## config.mk

```make
export PLATFORM = sky130hd
export DESIGN_NAME = needs_engine
export DESIGN_NICKNAME = d
export VERILOG_FILES = /design/src/rtl/needs_engine.sv
export SDC_FILE = /design/constraint.sdc
export NUM_CORES = 1
export LEC_CHECK = 0
export ABC_AREA = 0
export CAP_MARGIN = 20
export CORE_MARGIN = 2
export CORE_UTILIZATION = 40
export DETAILED_ROUTE_END_ITERATION = 12
export SYNTH_ARGS = -nofsm -noshare
export SYNTH_HDL_FRONTEND = slang
export SYNTH_SLANG_ARGS = --single-unit
```

## constraint.sdc

```tcl
create_clock -name clk -period 3.5 [get_ports clk]
set_input_delay 0.525 -clock clk [delete_from_list [all_inputs] [get_ports clk]]
set_output_delay 0.525 -clock clk [all_outputs]
set_load 0.005 [all_outputs]
```

## src/rtl/needs_engine.sv

```systemverilog
// rtl/needs_engine.sv - pet need-level generator with aging, care actions and death freeze
//
// Purpose: keeps five 4-bit need levels (0 = satisfied, 15 = fatal). A shared
// prescaler produces game ticks. Each need ages +1 every RATE ticks. Rising
// edges on the care inputs lower the matching need. Once the evaluator reports
// death, the engine freezes until reset.
//
// Ports:
//   clk, rst_n                 clock, asynchronous active-low reset
//   feed/play/medicine/        care actions (level inputs, rising-edge detected)
//   clean/sleep
//   status[6:0]                evaluator status word, 7'h7F means dead
//   hunger/happiness/health/   need levels
//   hygiene/energy[3:0]
//   tick                       one-cycle pulse per game tick (registered)
//   dead                       sticky death flag
module needs_engine #(
  parameter int TICK_DIV     = 1000000,
  parameter int HUNGER_RATE  = 2,
  parameter int HAPPY_RATE   = 3,
  parameter int HEALTH_RATE  = 8,
  parameter int HYGIENE_RATE = 4,
  parameter int ENERGY_RATE  = 5,
  parameter int CARE_AMOUNT  = 4
) (
  input  logic       clk,
  input  logic       rst_n,
  input  logic       feed,
  input  logic       play,
  input  logic       medicine,
  input  logic       clean,
  input  logic       sleep,
  input  logic [6:0] status,
  output logic [3:0] hunger,
  output logic [3:0] happiness,
  output logic [3:0] health,
  output logic [3:0] hygiene,
  output logic [3:0] energy,
  output logic       tick,
  output logic       dead
);

  localparam int PW = (TICK_DIV > 2) ? $clog2(TICK_DIV) : 1;
  // Index order shared by all per-need arrays:
  // 0 hunger/feed, 1 happiness/play, 2 health/medicine, 3 hygiene/clean, 4 energy/sleep
  localparam int RATE [5] = '{HUNGER_RATE, HAPPY_RATE, HEALTH_RATE, HYGIENE_RATE, ENERGY_RATE};

  logic [PW-1:0] presc;
  logic          tick_ev;
  logic [7:0]    rcnt [5];
  logic [3:0]    lvl  [5];
  logic [3:0]    nxt  [5];
  logic [4:0]    act_in, act_q, fire, age;

  function automatic logic [3:0] clamp15(input int v);
    if (v < 0)       return 4'd0;
    else if (v > 15) return 4'd15;
    else             return 4'(v);
  endfunction

  assign act_in  = {sleep, clean, medicine, play, feed};
  assign tick_ev = (presc == PW'(TICK_DIV - 1)) && !dead;
  // Care edges are suppressed while dead even though the edge registers keep sampling.
  assign fire    = act_in & ~act_q & {5{~dead}};

  always_comb begin
    age = '0;
    for (int i = 0; i < 5; i++) begin
      age[i] = tick_ev && (rcnt[i] == 8'(RATE[i] - 1));
      // All same-cycle contributions are summed in full-width signed arithmetic
      // before clamping, so e.g. aging+play+sleep on energy nets out correctly.
      nxt[i] = clamp15(int'(lvl[i]) + int'(age[i])
                       - (fire[i] ? CARE_AMOUNT : 0)
                       + ((i == 4 && fire[1]) ? 1 : 0));
    end
  end

  always_ff @(posedge clk or negedge rst_n) begin
    if (!rst_n) begin
      presc <= '0;
      tick  <= 1'b0;
      dead  <= 1'b0;
      act_q <= '0;
      for (int i = 0; i < 5; i++) begin
        rcnt[i] <= '0;
        lvl[i]  <= '0;
      end
    end else begin
      act_q <= act_in;
      tick  <= tick_ev;
      if (status == 7'h7F) dead <= 1'b1;
      if (!dead) begin
        presc <= (presc == PW'(TICK_DIV - 1)) ? '0 : presc + PW'(1);
        for (int i = 0; i < 5; i++) begin
          lvl[i] <= nxt[i];
          if (tick_ev) rcnt[i] <= age[i] ? 8'd0 : rcnt[i] + 8'd1;
        end
      end
    end
  end

  assign hunger    = lvl[0];
  assign happiness = lvl[1];
  assign health    = lvl[2];
  assign hygiene   = lvl[3];
  assign energy    = lvl[4];

endmodule
```

==> impl_metrics.csv <==
group,metric,value,unit
placed_design,detailedPlace.worstSlack,0.0444,ns
floorplanning,die_height,116,um
logic_synthesis,syn-num-nets,578,
logic_synthesis,synth_seq_cells,87,
route,detail_route.first_pass.iterations,4,
clocking,clock-root-buffer,"sky130_fd_sc_hd__clkbuf_16",
cells_and_area,share_of_layout_cells_above_drive_strength_1,7.37,%
cells_and_area,fin_cells,728,
clocking,clock_tree.buffer_depth,2,
logic_synthesis,edff_count_synth,0,
global_route,globalRouteOverflowTotal,0,
placed_design,gp_congestion,0.844,
setup_path,worst-path-max-fanout,13,
cells_and_area,syn2layout_area_growth,17.5,%
clocking,cts.sink_count,87,
route,detail_route.wl_per_cell,13.1,um
clocking,cts_resized,0,
global_route,grt_usage,15.1,%
global_route,grt_antenna_before_repair,0,
floorplanning,floorplan.io_pins,36,
setup_path,cp.arrival,3.57,ns
logic_synthesis,synthesis.area,5050,sq um
logic_synthesis,postSynth.topFlopCell,"sky130_fd_sc_hd__dfrtp_1",
sta,unrepaired_setup_endpoints_after_global_routing,"true",
clocking,tritoncts,"yes",
logic_synthesis,synthArstFlopShare,100,%
clocking,post-cts-setup-buffers,0,
power_and_ir_drop,leakage,0.00277,uW
route,drtIter0Drc,142,
sta,timing.final.max_slew_violations,0,
setup_path,start_kind,"flip-flop",
clocking,worst_setup_hold_path_clk_slew,0.07,ns
logic_synthesis,synth_cell_type_count,49,
global_route,first_global_vias,3527,
route,final_ant_viol_nets,0,
logic_synthesis,synthesis.yosys.warnings,0,
job,maxCapViolCount,0,
floorplanning,row_count,41,
clocking,ctsHoldBuffers,0,
sta,timing.final.hold_violations,0,
route,avgViaCountPerCell,5.07,
sta,worst_case_headroom_to_the_max_slew_limit,49.0,%
cells_and_area,insertedDiodeCount,0,
sta,achievable-frequency,301,MHz
global_route,first_pass_grt_wire_length,16100,um
sta,setup-violations-final,0,
clocking,cts-buffers-inserted,9,
clocking,clk_latency,0.34,ns
cells_and_area,most-common-layout-cells,"sky130_fd_sc_hd__dfrtp_1 (87), sky130_fd_sc_hd__nand2_1 (57), sky130_fd_sc_hd__ha_1 (56), sky130_fd_sc_hd__inv_1 (41), sky130_fd_sc_hd__clkdlybuf4s50_1 (34)",
placed_design,count_of_input_and_output_buffers,35,
logic_synthesis,seq_area_frac_synth,43.1,%
cells_and_area,mostFrequentLayoutCell,"sky130_fd_sc_hd__dfrtp_1",
sta,min_period,3.32,ns
sta,timing.clock.skew,0.0101,ns
setup_path,path_class,"flip-flop to flip-flop",
floorplanning,initial_core_util,40.5,%
route,vias_after_detailed_routing,3693,
placed_design,inst_count_dp,712,
floorplanning,die_w,116,um
placed_design,dpl.hpwl,6870,um
cells_and_area,finalNetCount,621,
sta,layout_worst_path_cycle_share,94.8,%
clocking,clock_tree.htree_level_count,3,
sta,hold_slack,0.261,ns
sta,worst_margin_pin_slew,0.765,ns
setup_path,cp_data_required_time,3.75,ns
logic_synthesis,syn_area_per_cell,9.95,sq um
floorplanning,fp.dieArea,13500,sq um
floorplanning,design.core.area,12500,sq um
status,outcome,"finished, final reports clean",
cells_and_area,fillers,1127,
sta,final_critical_path_setup_slack,0.181,ns
logic_synthesis,synthCells,508,
cells_and_area,final_core_util,47.6,%
power_and_ir_drop,power_density,722,nW/um^2
setup_path,cp-end-kind,"flip-flop",
route,drt-total-wl,9520,um
route,drc,0,
global_route,pin_count_of_the_biggest_net_entering_global_routing,63,
min_path,min_path_type,"input pin to async pin",
power_and_ir_drop,power.ir.vdd_worst,399,uV
-- state kept, by name, indices dropped and copies added, names as in the netlist --
signal / count
dead: 1
act_q: 5
tick: 1
energy: 4
health: 4
hygiene: 4
rcnt: 40
happiness: 4
presc: 20
hunger: 4
-- final timing paths --
check | start | end | slack (ns) | depth (start not counted)
max reg2reg | presc[0] | energy[0] | 0.18 | 12
max in group asynchronous | rst_n | act_q[0] | 2.53 | 2
min reg2reg | rcnt[23] | rcnt[23] | 0.47 | 1
min | rst_n | rcnt[30] | 0.26 | 1
min in group clk | rcnt[23] | rcnt[23] | 0.47 | 1
max | presc[0] | energy[0] | 0.18 | 12
-- final cells by class --
| class | instances | area, sq um | share of cell area [%] |
|---|---|---|---|
| clock inverter | 7 | 72.6 | 1.22 |
| inverter | 41 | 154 | 2.59 |
| timing repair buffer | 43 | 408 | 6.87 |
| multi-input combinational | 369 | 2680 | 45.2 |
| clock buffer | 9 | 225 | 3.79 |
| sequential | 87 | 2180 | 36.7 |
| tap | 172 | 215 | 3.63 |
-- per-layer routing --
metal	track usage [%]	part of all wire, %	wire [um]	vias up
li1	-	-	-	1854
met1	20.0	50	4730	1778
met2	24.6	46	4380	51
met3	3.06	3.1	297	10
met4	5.32	1.2	116	0
met5	0	0	0	-
-- synthesized netlist by cell type (9+ instances only) --
cell type	instances	area share, %
sky130_fd_sc_hd__nor2_1	21	1.6
sky130_fd_sc_hd__and3_1	10	1.2
sky130_fd_sc_hd__xnor2_1	34	5.9
sky130_fd_sc_hd__a21oi_1	12	1.2
sky130_fd_sc_hd__a22o_1	12	2.1
sky130_fd_sc_hd__dfrtp_1	87	43
sky130_fd_sc_hd__o21ai_0	27	2.7
sky130_fd_sc_hd__nand2_1	57	4.2
sky130_fd_sc_hd__o31ai_1	9	1.3
sky130_fd_sc_hd__nand3_1	25	2.5
sky130_fd_sc_hd__ha_1	56	14
sky130_fd_sc_hd__xor2_1	15	2.6
sky130_fd_sc_hd__inv_1	41	3.0
sky130_fd_sc_hd__nand4_1	14	1.7
-- power breakdown --
part	internal (uW)	total, uW	switching [uW]	leakage (uW)
logic	960	1930	970	0.00149
clock network	554	967	413	0.000142
registers	1190	1390	195	0.00114
-- critical path, stage by stage, from the launching register on --
cell                       delay [ns]
sky130_fd_sc_hd__dfrtp_1         0.38
sky130_fd_sc_hd__ha_1            0.14
sky130_fd_sc_hd__nor2b_2         0.26
sky130_fd_sc_hd__nand3_4         0.13
sky130_fd_sc_hd__or3_4           0.49
sky130_fd_sc_hd__nor2_1          0.20
sky130_fd_sc_hd__ha_1            0.22
sky130_fd_sc_hd__inv_1           0.05
sky130_fd_sc_hd__ha_1            0.20
sky130_fd_sc_hd__xor2_1          0.25
sky130_fd_sc_hd__nand3_1         0.18
sky130_fd_sc_hd__a2111o_1        0.49
sky130_fd_sc_hd__a32oi_1         0.23
-- logic make-up after synthesis --
family | share of synthesized area [%]
buffers and inverters | 4.16
XOR/XNOR | 8.49
adder cells (fa/ha/maj) | 13.9
AO/OA/AOI/OAI | 10.7
flip-flops | 43.1
multiplexers | 0.842
AND/OR/NAND/NOR | 18.8
-- stage by stage --
| stage | total power [uW] | area (sq um) | setup TNS (ns) |
|---|---|---|---|
| 6_report | 4280 | 5940 | 0 |
| 5_1_grt | 4650 | 5940 | -0.0395 |
| 4_1_cts | 4290 | 5920 | 0 |
| 3_5_place_dp | 3310 | 5620 | 0 |
| 3_3_place_gp | 3230 | 5620 | 0 |
| 2_1_floorplan | 2700 | 5050 | 0 |
Note: power is estimated with default switching activity, not from simulation.
